### src/rtl/collision_matrix_detector_if.sv
// Bus between the layer drawers / game FSM and collision_matrix_detector.
// master: the side that drives drawing requests and acks reports.
// slave : the detector itself.
interface collision_matrix_detector_if #(
    parameter int unsigned NUM_LAYERS = 4,
    parameter int unsigned CNT_W      = 8
);
    localparam int unsigned NUM_PAIRS = NUM_LAYERS * (NUM_LAYERS - 1) / 2;

    logic                        startOfFrame;
    logic [NUM_LAYERS-1:0]       drawing_request;
    logic [NUM_PAIRS-1:0]        pair_mask;
    logic                        frame_ack;
    logic                        collision;
    logic [NUM_PAIRS-1:0]        collision_pairs;
    logic [NUM_PAIRS-1:0]        collision_pulse;
    logic [NUM_PAIRS-1:0]        frame_hits;
    logic                        frame_valid;
    logic                        frame_overrun;
    logic [NUM_PAIRS*CNT_W-1:0]  frame_counts;

    modport master (
        output startOfFrame,
        output drawing_request,
        output pair_mask,
        output frame_ack,
        input  collision,
        input  collision_pairs,
        input  collision_pulse,
        input  frame_hits,
        input  frame_valid,
        input  frame_overrun,
        input  frame_counts
    );

    modport slave (
        input  startOfFrame,
        input  drawing_request,
        input  pair_mask,
        input  frame_ack,
        output collision,
        output collision_pairs,
        output collision_pulse,
        output frame_hits,
        output frame_valid,
        output frame_overrun,
        output frame_counts
    );
endinterface

### src/rtl/collision_matrix_detector.sv
// Per-layer-pair pixel collision detector with per-frame sticky hit reports.
// Every enabled pair (i<j, enumerated i-major) that draws the same pixel is
// flagged one cycle later; hits are accumulated per frame and handed to game
// logic at each start-of-frame through a valid/ack handshake.
// Optional per-pair saturating pixel counters: define COLLISION_COUNT_EN.
// Without it frame_counts is tied to zero and no counters exist.
module collision_matrix_detector #(
    parameter int unsigned NUM_LAYERS = 4,
    parameter int unsigned CNT_W      = 8
) (
    input  logic                        clk,
    input  logic                        resetN,
    collision_matrix_detector_if.slave  bus
);
    localparam int unsigned NUM_PAIRS = NUM_LAYERS * (NUM_LAYERS - 1) / 2;

    typedef enum logic {
        WAIT_SOF = 1'b0,
        ACTIVE   = 1'b1
    } state_t;

    state_t                 state_q;
    state_t                 state_d;

    logic [NUM_PAIRS-1:0]   hit;

    logic                   collision_q;
    logic [NUM_PAIRS-1:0]   collision_pairs_q;
    logic [NUM_PAIRS-1:0]   pulse_q;
    logic [NUM_PAIRS-1:0]   pulse_d;
    logic [NUM_PAIRS-1:0]   sticky_q;
    logic [NUM_PAIRS-1:0]   sticky_d;
    logic [NUM_PAIRS-1:0]   frame_hits_q;
    logic [NUM_PAIRS-1:0]   frame_hits_d;
    logic                   frame_valid_q;
    logic                   frame_valid_d;
    logic                   frame_overrun_q;
    logic                   frame_overrun_d;

    // Pair k = (i,j): both layers draw this pixel and the pair is enabled.
    for (genvar gi = 0; gi < NUM_LAYERS; gi++) begin : g_row
        for (genvar gj = gi + 1; gj < NUM_LAYERS; gj++) begin : g_col
            localparam int unsigned K = gi * (2 * NUM_LAYERS - gi - 1) / 2 + (gj - gi - 1);
            assign hit[K] = bus.drawing_request[gi] & bus.drawing_request[gj] & bus.pair_mask[K];
        end
    end

    // Frame tracking state register.
    always_ff @(posedge clk or negedge resetN) begin
        if (!resetN) begin
            state_q <= WAIT_SOF;
        end else begin
            state_q <= state_d;
        end
    end

    // Next state: the first SOF after reset opens the first (unreported) frame.
    always_comb begin
        state_d = state_q;
        if ((state_q == WAIT_SOF) && bus.startOfFrame) begin
            state_d = ACTIVE;
        end
    end

    // Sticky accumulation, first-hit pulses and frame report handshake.
    always_comb begin
        sticky_d        = sticky_q;
        pulse_d         = '0;
        frame_hits_d    = frame_hits_q;
        frame_valid_d   = frame_valid_q;
        frame_overrun_d = frame_overrun_q;

        if (bus.frame_ack && frame_valid_q) begin
            frame_valid_d   = 1'b0;
            frame_overrun_d = 1'b0;
        end

        unique case (state_q)
            WAIT_SOF: begin
                sticky_d = '0;
                if (bus.startOfFrame) begin
                    sticky_d = hit;
                end
            end
            ACTIVE: begin
                if (bus.startOfFrame) begin
                    // SOF pixel belongs to the new frame, so it starts fresh.
                    frame_hits_d    = sticky_q;
                    frame_valid_d   = 1'b1;
                    frame_overrun_d = frame_valid_q & ~bus.frame_ack;
                    sticky_d        = hit;
                    pulse_d         = hit;
                end else begin
                    sticky_d = sticky_q | hit;
                    pulse_d  = hit & ~sticky_q;
                end
            end
            default: begin
                sticky_d = '0;
            end
        endcase
    end

    // Output and sticky registers.
    always_ff @(posedge clk or negedge resetN) begin
        if (!resetN) begin
            collision_q       <= 1'b0;
            collision_pairs_q <= '0;
            pulse_q           <= '0;
            sticky_q          <= '0;
            frame_hits_q      <= '0;
            frame_valid_q     <= 1'b0;
            frame_overrun_q   <= 1'b0;
        end else begin
            collision_q       <= |hit;
            collision_pairs_q <= hit;
            pulse_q           <= pulse_d;
            sticky_q          <= sticky_d;
            frame_hits_q      <= frame_hits_d;
            frame_valid_q     <= frame_valid_d;
            frame_overrun_q   <= frame_overrun_d;
        end
    end

    assign bus.collision       = collision_q;
    assign bus.collision_pairs = collision_pairs_q;
    assign bus.collision_pulse = pulse_q;
    assign bus.frame_hits      = frame_hits_q;
    assign bus.frame_valid     = frame_valid_q;
    assign bus.frame_overrun   = frame_overrun_q;

`ifdef COLLISION_COUNT_EN
    for (genvar gk = 0; gk < NUM_PAIRS; gk++) begin : g_cnt
        logic [CNT_W-1:0] cnt_q;
        logic [CNT_W-1:0] cnt_d;
        logic [CNT_W-1:0] rpt_q;
        logic [CNT_W-1:0] rpt_d;

        // Saturating per-frame pixel count; SOF snapshots it and restarts.
        always_comb begin
            cnt_d = cnt_q;
            rpt_d = rpt_q;
            if (bus.startOfFrame) begin
                cnt_d = CNT_W'(hit[gk]);
                if (state_q == ACTIVE) begin
                    rpt_d = cnt_q;
                end
            end else if (state_q == WAIT_SOF) begin
                cnt_d = '0;
            end else if (hit[gk] && (cnt_q != '1)) begin
                cnt_d = cnt_q + CNT_W'(1);
            end
        end

        // Counter and reported-count registers.
        always_ff @(posedge clk or negedge resetN) begin
            if (!resetN) begin
                cnt_q <= '0;
                rpt_q <= '0;
            end else begin
                cnt_q <= cnt_d;
                rpt_q <= rpt_d;
            end
        end

        assign bus.frame_counts[gk*CNT_W +: CNT_W] = rpt_q;
    end
`else
    assign bus.frame_counts = {(NUM_PAIRS*CNT_W){1'b0}};
`endif

endmodule

### src/flat_wrapper.sv
// flat-port wrapper written by rule: the top's interface ports become plain ports
module collision_matrix_detector_flat 
#(
    parameter int unsigned NUM_LAYERS = 4,
    parameter int unsigned CNT_W      = 8
)
  (clk, resetN, bus_startOfFrame, bus_drawing_request, bus_pair_mask, bus_frame_ack, bus_collision, bus_collision_pairs, bus_collision_pulse, bus_frame_hits, bus_frame_valid, bus_frame_overrun, bus_frame_counts);
  collision_matrix_detector_if #(.NUM_LAYERS(NUM_LAYERS), .CNT_W(CNT_W)) bus_i ();
  input  logic clk;
  input  logic resetN;
  input wire logic [$bits(bus_i.startOfFrame)-1:0] bus_startOfFrame;
  input wire logic [$bits(bus_i.drawing_request)-1:0] bus_drawing_request;
  input wire logic [$bits(bus_i.pair_mask)-1:0] bus_pair_mask;
  input wire logic [$bits(bus_i.frame_ack)-1:0] bus_frame_ack;
  output wire logic [$bits(bus_i.collision)-1:0] bus_collision;
  output wire logic [$bits(bus_i.collision_pairs)-1:0] bus_collision_pairs;
  output wire logic [$bits(bus_i.collision_pulse)-1:0] bus_collision_pulse;
  output wire logic [$bits(bus_i.frame_hits)-1:0] bus_frame_hits;
  output wire logic [$bits(bus_i.frame_valid)-1:0] bus_frame_valid;
  output wire logic [$bits(bus_i.frame_overrun)-1:0] bus_frame_overrun;
  output wire logic [$bits(bus_i.frame_counts)-1:0] bus_frame_counts;
  assign bus_i.startOfFrame = bus_startOfFrame;
  assign bus_i.drawing_request = bus_drawing_request;
  assign bus_i.pair_mask = bus_pair_mask;
  assign bus_i.frame_ack = bus_frame_ack;
  assign bus_collision = bus_i.collision;
  assign bus_collision_pairs = bus_i.collision_pairs;
  assign bus_collision_pulse = bus_i.collision_pulse;
  assign bus_frame_hits = bus_i.frame_hits;
  assign bus_frame_valid = bus_i.frame_valid;
  assign bus_frame_overrun = bus_i.frame_overrun;
  assign bus_frame_counts = bus_i.frame_counts;
  collision_matrix_detector #(.NUM_LAYERS(NUM_LAYERS), .CNT_W(CNT_W)) u_core (.clk(clk), .resetN(resetN), .bus(bus_i));
endmodule
### config.mk
export PLATFORM = sky130hd
export DESIGN_NAME = collision_matrix_detector_flat
export DESIGN_NICKNAME = d
export VERILOG_FILES = /design/src/rtl/collision_matrix_detector_if.sv /design/src/rtl/collision_matrix_detector.sv /design/src/flat_wrapper.sv
export SDC_FILE = /design/constraint.sdc
export NUM_CORES = 1
export LEC_CHECK = 0
export ABC_AREA = 0
export CORE_UTILIZATION = 40
export CTS_CLUSTER_SIZE = 24
export DETAILED_ROUTE_END_ITERATION = 12
export PLACE_DENSITY = 0.93
export SLEW_MARGIN = 10
export SYNTH_ARGS = -nofsm -noshare
export SYNTH_HDL_FRONTEND = slang
export SYNTH_SLANG_ARGS = --single-unit
export TNS_END_PERCENT = 30
### constraint.sdc
create_clock -name clk -period 2.55 [get_ports clk]
set_input_delay 0.3825 -clock clk [delete_from_list [all_inputs] [get_ports clk]]
set_output_delay 0.3825 -clock clk [all_outputs]
set_load 0.05 [all_outputs]
# ---- Yosys cells after proc, flatten, opt, wreduce, memory -nomap -nowiden
# Index checks and enable logic that the tools add are counted.
# Widths: inputs -> output; s select.
dict set report totals {
  ff_bits 28
  in_bits 14
  out_inout_bits 69
  word_cells 41
}
dict set report classes {
  n_mux 11
  n_bitwise 18
  n_reduce_logical 4
}
# cell n
set ops {}
lappend ops {{$mux 6} 4}
lappend ops {{$and 1x1->1} 13}
lappend ops {{$pmux 6 s2} 1}
lappend ops {{$and 6x6->6} 1}
lappend ops {{$mux 1} 6}
lappend ops {{$not 6->6} 1}
lappend ops {{$or 6x6->6} 1}
lappend ops {{$reduce_or 6->1} 1}
lappend ops {{$logic_and 1x1->1} 2}
lappend ops {{$not 1->1} 2}
lappend ops {{$reduce_and 2->1} 1}

# ---- Longest topological paths before layout
# Gate-level depths: netlist (run 1).
dict set report depth {
  word_depth 5
  ltp_mapped 4
  depth_no_buf 4
}

# ---- Least setup slack after synthesis (run 1)
# Ideal clock, no wire load.
dict set report synth_timing {
  kind {reg-to-output}
  from {register u_core.frame_valid_q, in the netlist u_core.bus.frame_valid}
  to {output bus_frame_valid}
  arrival_ps 628
  required_ps 2168
  setup_slack_ps 1539
  stages_incl_launch_ff 1
  path_buffers 0
  cell_sequence {dfrtp_1}
}
# element line
set synth_lines {}
lappend synth_lines {{start: declaration} collision_matrix_detector.sv:35} ;# logic frame_valid_q;
lappend synth_lines {{start signal: assignment} collision_matrix_detector.sv:120} ;# frame_valid_q <= frame_valid_d;
lappend synth_lines {{end: declaration} flat_wrapper.sv:19} ;# output wire logic [$bits(bus_i.frame_valid)-1:0] bus_frame_valid;
# No word-level cell between the ends.

# ---- Final worst setup path (run 1)
dict set report layout_timing {
  from {register u_core.frame_valid_q, in the netlist u_core.bus.frame_valid}
  to {output bus_frame_valid}
}
# No word-level cell between the ends.

==> impl_metrics.py, run 1 <==
metrics = {
    "cells_and_area": {
        "area_growth_pct": 18.6,
        "nFillCells": 294,
        "final_layout_size_suffix_gt1_share_pct": 11.3,
        "final_cell_area_um2": 1630,
        "nNetsFinal": 175,
        "diodes": 0,
        "utilization_pct": 51.7,
    },
    "floorplanning": {
        "boundaryPins": 83,
        "die_y_um": 60.6,
        "dieArea_um2": 3670,
        "die_width_um": 60.6,
        "core-area_um2": 3150,
        "std_cell_rows": 20,
        "start_util_pct": 43.6,
    },
    "timing": {
        "hold_viol": 0,
        "finalCritPeriodShare_pct": 75.8,
        "relSlewSlack_pct": 66.2,
        "max_freq_mhz": 517,
        "rsz0062_at_grt": "false",
        "setup_viol": 0,
        "drv_slew": 0,
        "final.min_clock_period_ps": 1930,
        "finalClockSkew_ps": 7.88,
        "fin_setup_tns_ps": 0,
        "worstMarginPinSlew_ps": 506,
        "fin_hold_ws_ps": 417,
    },
    "place": {
        "place_area_um2": 1590,
        "globalplace.congestion": 0.782,
        "hpwl_mm": 1.83,
        "portBuffers": 34,
    },
    "clock_network": {
        "cts.sinks": 28,
        "postCtsSetupRepairBufs": 0,
        "clk_pin_slew_worst_paths_ps": 140,
        "clk_latency_ps": 310,
        "cts_hold_buf": 0,
        "cts_resized": 0,
        "cts_root_buf": "clkbuf_4",
        "h-tree-depth": 1,
        "cts_tree": "built",
        "cts-buffers-inserted": 3,
        "clk_path_buf_depth": 2,
    },
    "hold_path": {
        "min_path_type": "in -> async",
    },
    "power_and_ir_drop": {
        "leakage_nw": 0.861,
        "power_mw": 1.06,
        "internal_power_mw": 0.645,
        "irDropWorstVdd_uv": 265,
        "p_sw_share_pct": 39.0,
        "seqPwrFrac_pct": 46.2,
        "p_sw_mw": 0.413,
        "p_comb_share_pct": 34.4,
        "powerDensity_nw_per_um2": 650,
        "power_frac_clock_pct": 19.4,
    },
    "critical_path": {
        "cp-end-kind": "output port",
        "crit_path_cell_trace": "clkdlybuf4s50_1",
        "r2r-start": "u_core.state_q",
        "setup.worst_path.start": "u_core.bus.frame_valid",
        "start_kind": "register",
        "max_stage_delay_ps": 820,
        "cp_num_buf_inv": 1,
        "crit_type": "reg -> out",
        "critPathRequiredTime_ps": 2170,
        "arrival_ps": 1550,
        "r2r-end": "u_core.sticky_q[5]",
        "crit_family": "buffers and inverters",
        "slowest_stage": "clkdlybuf4s50_1",
        "reg2reg_depth": 2,
        "worstSetupEndpoint": "bus_frame_valid",
        "cp_max_fo": 4,
        "reg2reg_slack_ps": 1380,
        "cp.depth": 1,
    },
    "route": {
        "wl_met2_mm": 1.17,
        "vias": 783,
        "wl_met3_um": 218,
        "viasPerCell": 3.84,
        "highest_layer": "met4",
        "drt_wl_total_mm": 2.24,
        "detail-route-antenna-nets": 0,
        "wl_per_cell_um": 11.0,
        "wl_met1_um": 840,
        "first_pass_iters": 4,
        "drt_iter0_markers": 20,
        "drcViolationCount": 0,
    },
    "outcome": {
        "outcome": "complete, no violations",
    },
    "yosys": {
        "synth-seq-cells": 28,
        "syn_area_um2": 1370,
        "yosysWarningCount": 0,
        "syn-instance-count": 122,
        "ys_seq_area_share_pct": 51.0,
        "avgSynthCellArea_um2": 11.3,
        "ys_types": 14,
    },
    "global_route": {
        "grt_pass1_vias": 712,
        "grt_max_degree": 29,
        "gr-usage-all-layers_pct": 12.2,
        "antenna_found_initial": 0,
        "grt_pass1_wl_mm": 3.26,
        "grt_overflow_total": 0,
    },
    "flow_run": {
        "maxCapViolCount": 0,
    },
}
registers in the layout, summed over array words and instances (netlist names):
register,cells
u_core.bus.collision,1
u_core.bus.collision_pairs,6
u_core.bus.frame_hits,6
u_core.sticky_q,6
u_core.bus.frame_overrun,1
u_core.bus.frame_valid,1
u_core.state_q,1
u_core.bus.collision_pulse,6
area by class of cell:
class / instances / area (um^2) / area share (%)
Sequential cell: 28 / 701 / 43.0
Clock buffer: 4 / 36.3 / 2.23
Multi-Input combinational cell: 85 / 459 / 28.2
Tap cell: 44 / 55.1 / 3.38
Timing Repair Buffer: 35 / 348 / 21.4
Inverter: 8 / 30.0 / 1.84
cells in the final DEF (no fill, tap or decap), types with 3 or more instances in the layout:
cell type / n
mux2_4: 6
conb_1: 48
nand2b_1: 6
clkdlybuf4s50_1: 34
dfrtp_1: 28
a21oi_1: 7
inv_1: 8
nand3_1: 7
clkbuf_4: 3
and3_2: 6
synthesized netlist by cell type, drive strengths merged:
cell type	number	area, um^2
nor2	1	3.75
nor4	1	6.26
buf	48	360
nand2b	6	37.5
o21ai	1	5.00
a21oi	7	35.0
and3	6	45.0
nand3	7	35.0
mux2i	1	10.0
inv	8	30.0
nand2	1	11.3
mux2	6	90.1
dfrtp	28	701
conb	1	3.75
how the worst min path moves through the flow:
stage,startpoint,endpoint,slack (ps),cells after the start
2_1_floorplan,resetN,u_core.bus.collision,90,0
3_3_place_gp,u_core.bus.frame_valid,u_core.bus.frame_overrun,480,1
3_5_place_dp,u_core.bus.frame_hits[5],u_core.bus.frame_hits[5],500,1
4_1_cts,resetN,u_core.bus.frame_hits[4],430,2
5_1_grt,resetN,u_core.bus.collision_pairs[4],430,2
6_report,resetN,u_core.bus.frame_hits[2],420,2
routing by layer:
metal  up-vias  GRT usage [%]
met5         -              0
met4         0           3.90
met3         2           1.92
met2        54           24.2
met1       359           13.1
li1        368              -
cell families after synthesis:
kind of cell,share of synthesized area [%]
AOI/OAI and AO/OA,2.91
buffers and inverters,28.4
DFF,51.0
muxes,7.29
other,0.273
and+or+nand+nor,10.1
power by group through the flow:
stage          clock, mW  sequential (mW)  combinational (mW)
2_1_floorplan          0            0.578               0.251
3_3_place_gp           0            0.498               0.360
3_5_place_dp           0            0.499               0.364
4_1_cts            0.212            0.490               0.365
5_1_grt            0.233            0.493               0.380
6_report           0.205            0.490               0.364
metrics by stage:
stage                     instances  setup WS, ps
after detailed placement        200           945
after global placement          200           985
after CTS                       204           599
after global routing            204           548
final                           204           616
after floorplan                 169          1540
No activity file was read; power rests on OpenSTA's default activity.
==> inputs of run 2 (changes only) <==
Settings changed: CORE_UTILIZATION 40 to 33, PLACE_DENSITY 0.93 to 0.83.
Clock period 2.55 ns to 1.6 ns, I/O delays scaled along.
==> run 2 against run 1 <==
- power grew 79%
- combinational power grew 56%
- sequential power grew 59%
- register-to-register slack lost 920 ps
- first-iteration DRC count grew to 4.8 times the previous value
- clock power grew to 2.7 times the previous value
- die area grew 20%
- sequential share of layout area grew 0.27 points
- worst hold slack lost 80 ps
==> impl_metrics.py, run 2 (synthesis results as in run 1) <==
metrics = {
    "outcome": {
        "outcome": "complete, no violations",
    },
    "power_and_ir_drop": {
        "leakage_nw": 0.910,
        "internal_power_mw": 1.21,
        "p_sw_mw": 0.682,
        "p_sw_share_pct": 36.0,
        "irDropWorstVdd_uv": 340,
        "power_frac_clock_pct": 28.8,
        "p_comb_share_pct": 29.9,
        "seqPwrFrac_pct": 41.3,
        "powerDensity_nw_per_um2": 1170,
    },
    "clock_network": {
        "cts_root_buf": "clkbuf_8",
        "postCtsSetupRepairBufs": 0,
        "clk_pin_slew_worst_paths_ps": 90,
        "cts_hold_buf": 0,
        "clk_path_buf_depth": 2,
        "cts_tree": "built",
        "clk_latency_ps": 270,
        "cts-buffers-inserted": 3,
        "cts_resized": 0,
        "h-tree-depth": 1,
        "cts.sinks": 28,
    },
    "timing": {
        "final.setup.worst_slack_ps": 368,
        "final.min_clock_period_ps": 1230,
        "hold_viol": 0,
        "drv_slew": 0,
        "finalCritPeriodShare_pct": 77.0,
        "finalClockSkew_ps": 6.69,
        "fin_setup_tns_ps": 0,
        "fin_hold_ws_ps": 338,
        "setup_viol": 0,
        "rsz0062_at_grt": "false",
        "max_freq_mhz": 812,
    },
    "route": {
        "drt_wl_total_mm": 2.27,
        "first_pass_iters": 4,
        "drcViolationCount": 0,
        "vias": 834,
        "wl_per_cell_um": 10.8,
        "drt_iter0_markers": 96,
        "detail-route-antenna-nets": 0,
        "viasPerCell": 3.97,
    },
    "place": {
        "hpwl_mm": 1.78,
        "place_inst": 206,
        "pre_cts_slack_ps": 83.9,
        "portBuffers": 34,
        "globalplace.congestion": 0.856,
        "place_area_um2": 1550,
    },
    "cells_and_area": {
        "final_cell_count_no_fill": 210,
        "layout_commonest_cell": "conb_1",
        "nNetsFinal": 175,
        "final_cell_mix": "conb_1 (48), dfrtp_1 (28), buf_4 (22)",
        "area_growth_pct": 17.9,
        "final_layout_size_suffix_gt1_share_pct": 24.4,
        "final_cell_area_um2": 1620,
        "diodes": 0,
        "nFillCells": 397,
    },
    "critical_path": {
        "crit_type": "in -> reg",
        "crit_path_cell_trace": "clkdlybuf4s50_1, nand2_4, mux2_4",
        "cp-end-kind": "register",
        "max_stage_delay_ps": 650,
        "slowest_stage": "clkdlybuf4s50_1",
        "reg2reg_depth": 2,
        "critPathRequiredTime_ps": 1760,
        "cp_max_fo": 8,
        "arrival_ps": 1390,
        "start_kind": "input port",
    },
    "floorplanning": {
        "die_width_um": 66.5,
        "boundaryPins": 83,
        "dieArea_um2": 4420,
        "start_util_pct": 34.3,
        "die_y_um": 66.5,
        "std_cell_rows": 23,
        "core-area_um2": 4000,
    },
    "hold_path": {
        "min_path_type": "in -> async",
    },
    "global_route": {
        "antenna_found_initial": 0,
        "grt_overflow_total": 0,
        "grt_max_degree": 29,
        "grt_pass1_vias": 737,
        "grt_pass1_wl_mm": 3.36,
        "gr-usage-all-layers_pct": 10.3,
    },
    "flow_run": {
        "maxCapViolCount": 0,
    },
}
-- run 2: cell types whose count changed in the layout (fill, tap and decap cells not counted) --
cell | previous run | this run
buf_4 | 1 | 22
clkdlybuf4s50_1 | 34 | 13
clkbuf_4 | 3 | 0
clkbuf_8 | 1 | 3
bufinv_16 | 0 | 1
-- run 2: power groups by stage --
| stage | logic (mW) | registers [mW] | clock network (mW) |
|---|---|---|---|
| CTS | 0.568 | 0.782 | 0.551 |
| global route | 0.592 | 0.787 | 0.572 |
| global placement | 0.563 | 0.794 | 0 |
| floorplan | 0.400 | 0.922 | 0 |
| finish | 0.567 | 0.781 | 0.546 |
| detailed placement | 0.567 | 0.796 | 0 |
-- run 2: worst max-delay path: cells and delay by family --
kind | cells | cell delay, ps
buf+inv | 1 | 650
mux | 1 | 330
simple gates | 1 | 170
-- run 2: area by class of cell --
| cell class | count | area [um^2] | share of cell area [%] |
|---|---|---|---|
| clock buffers | 3 | 41.3 | 2.55 |
| flip-flops and latches | 28 | 701 | 43.3 |
| repair buffers | 35 | 295 | 18.2 |
| well taps | 50 | 62.6 | 3.86 |
| clock inverters | 1 | 30.0 | 1.85 |
| inverters | 8 | 30.0 | 1.85 |
| multi-input cells | 85 | 459 | 28.4 |
-- run 2: per-layer routing --
| layer | GRT usage (%) | up-vias | wire length (um) | share of wire [%] |
|---|---|---|---|---|
| li1 | - | 375 | - | - |
| met1 | 11.0 | 400 | 840 | 37 |
| met2 | 20.2 | 55 | 1210 | 53 |
| met3 | 1.03 | 4 | 196 | 8.6 |
| met4 | 4.79 | 0 | 29 | 1.3 |
| met5 | 0 | - | 0 | 0 |
-- run 2: final timing paths --
check                                        from                       endpoint  slack, ps
max                              bus_startOfFrame       u_core.bus.frame_hits[2]        370
min                                        resetN  u_core.bus.collision_pulse[1]        340
max reg2reg                        u_core.state_q             u_core.sticky_q[4]        460
min reg2reg                u_core.bus.frame_valid       u_core.bus.frame_overrun        510
max in group asynchronous                  resetN       u_core.bus.frame_overrun       1000
min in group clk           u_core.bus.frame_valid       u_core.bus.frame_overrun        510
-- run 2: metrics by stage --
stage          power, mW  util [%]
2_1_floorplan       1.32         -
3_3_place_gp        1.36      38.7
3_5_place_dp        1.36      38.7
4_1_cts             1.90      40.5
5_1_grt             1.95      40.5
6_report            1.89      40.5
==> inputs of run 3 (changes only) <==
Clock period 1.6 ns to 1 ns, I/O delays scaled along.
==> run 3 against run 2 <==
- the flow now finishes with violations (negative setup slack)
- global-route usage rose by 1.4 points
- register-to-register slack got worse by 450 ps
- power rose by 59%
- clock power rose by 8.2%
- sequential power rose by 64%
- worst setup slack got worse by 380 ps
- routed wire length rose by 16%
- final area rose by 26%
- combinational power rose by 99%
- critical path type is now reg -> out
==> impl_metrics.py, run 3 (synthesis results as in run 1) <==
metrics = {
    "place": {
        "hpwl_mm": 2.00,
        "portBuffers": 34,
        "globalplace.congestion": 0.794,
    },
    "hold_path": {
        "min_path_type": "in -> async",
    },
    "critical_path": {
        "reg2reg_slack_ps": 10,
        "arrival_ps": 860,
        "crit_type": "reg -> out",
        "cp_num_buf_inv": 1,
        "critPathRequiredTime_ps": 850,
        "slowest_stage": "dfrtp_1",
        "start_kind": "register",
        "crit_path_cell_trace": "buf_12",
        "max_stage_delay_ps": 430,
        "cp-end-kind": "output port",
        "crit_family": "flip-flops",
        "cp_max_fo": 2,
    },
    "route": {
        "first_pass_iters": 4,
        "viasPerCell": 3.97,
        "detail-route-antenna-nets": 0,
        "drcViolationCount": 0,
        "drt_wl_total_mm": 2.64,
        "wl_per_cell_um": 11.5,
        "vias": 910,
        "drt_iter0_markers": 34,
    },
    "timing": {
        "max_freq_mhz": 991,
        "setup_viol": 2,
        "final.setup.worst_slack_ps": -8.60,
        "hold_viol": 0,
        "finalClockSkew_ps": 4.59,
        "rsz0062_at_grt": "true",
        "final.min_clock_period_ps": 1010,
        "finalCritPeriodShare_pct": 101,
        "drv_slew": 0,
        "fin_setup_tns_ps": -13.8,
    },
    "cells_and_area": {
        "final_cell_mix": "conb_1 (48), dfrtp_1 (28), buf_12 (22)",
        "diodes": 0,
        "nNetsFinal": 195,
        "final_layout_size_suffix_gt1_share_pct": 35.8,
        "layout_commonest_cell": "conb_1",
        "area_growth_pct": 48.8,
    },
    "global_route": {
        "grt_overflow_total": 0,
        "use_met2_pct": 19.6,
        "grt-busiest-layer": "met2",
        "antenna_found_initial": 0,
        "grt_pass1_vias": 777,
        "gr-usage-all-layers_pct": 11.8,
        "grt_max_degree": 29,
        "use_met3_pct": 1.71,
        "grt_pass1_wl_mm": 3.77,
        "grt.met1_usage_pct": 14.4,
    },
    "outcome": {
        "violations": "negative setup slack",
        "outcome": "finished, violations left",
    },
    "floorplanning": {
        "std_cell_rows": 23,
        "die_y_um": 66.5,
        "dieArea_um2": 4420,
        "boundaryPins": 83,
        "start_util_pct": 34.3,
        "die_width_um": 66.5,
        "core-area_um2": 4000,
    },
    "clock_network": {
        "cts.sinks": 28,
        "h-tree-depth": 1,
        "clk_pin_slew_worst_paths_ps": 90,
        "cts-buffers-inserted": 3,
        "clk_path_buf_depth": 2,
        "cts_root_buf": "clkbuf_8",
        "clk_latency_ps": 270,
        "cts_tree": "built",
    },
    "power_and_ir_drop": {
        "leakage_nw": 1.11,
        "irDropWorstVdd_uv": 707,
        "power_mw": 3.01,
        "powerDensity_nw_per_um2": 1470,
    },
    "flow_run": {
        "maxCapViolCount": 0,
    },
}
-- run 3: changes by cell type in the layout (fill, tap and decap cells not counted), moves of 2 or more --
cell             before  now
clkdlybuf4s50_1      13    6
dlymetal6s2s_1        0    4
dlygate4sd2_1         0    3
buf_12                0   22
nand3_2               0    3
buf_4                22   20
nand3_1               7    4
-- run 3: timing repair --
action / CTS / global route
pin swaps: 1 / 3
buffers inserted: 1 / 7
resized for setup: 5 / 8
endpoints found under the setup margin: 14 / 27
hold buffers: 0 / 0
gates cloned: 0 / 0
-- run 3: final timing paths --
| kind | from | end | cells past startpoint |
|---|---|---|---|
| worst max-delay path | u_core.bus.frame_hits[4] | bus_frame_hits[4] | 1 |
| worst min-delay path | resetN | u_core.bus.frame_hits[4] | 2 |
| worst max register to register | u_core.state_q | u_core.bus.frame_hits[4] | 2 |
| worst min register to register | u_core.sticky_q[5] | u_core.bus.frame_hits[5] | 1 |
| max in group asynchronous | resetN | u_core.bus.collision_pulse[1] | 2 |
| min in group clk | bus_pair_mask[1] | u_core.sticky_q[1] | 4 |
-- run 3: layout make-up --
type	instances	area, um^2
flip-flops and latches	28	701
fillers	327	1960
multi-input cells	85	483
well taps	50	62.6
clock buffers	3	41.3
inverters	8	30.0
repair buffers	55	727
-- run 3: worst reg2reg max path: cells and delay by family (launching register included) --
kind	cells	cell delay [ps]
simple gates	1	150
flops	1	410
mux	1	320
-- run 3: layer usage --
| metal | share of wire [%] | vias to the layer above | wire length [um] |
|---|---|---|---|
| met5 | 0 | - | 0 |
| met4 | 2.4 | 0 | 63 |
| met3 | 7.4 | 6 | 195 |
| met2 | 53 | 62 | 1390 |
| met1 | 37 | 432 | 989 |
| li1 | - | 410 | - |
-- run 3: through the flow --
stage | instances | hold slack (ps) | utilization [%] | setup slack (ps) | instance area [um^2]
floorplan | 169 | -146 | - | 3.39 | 1550
global placement | 218 | 496 | 47.8 | -285 | 1910
detailed placement | 218 | 508 | 47.8 | -320 | 1910
CTS | 222 | 233 | 49.2 | -10.6 | 1970
global route | 229 | 238 | 51.1 | -33.8 | 2040
finish | 229 | 223 | 51.1 | -8.60 | 2040
-- run 3: where the power goes --
part	switching (mW)	total, mW	leakage, nW	internal, mW
sequential	0.0745	1.28	0.362	1.21
combinational	0.739	1.13	0.730	0.396
clock	0.321	0.591	0.0216	0.270
total	1.13	3.01	1.11	1.87
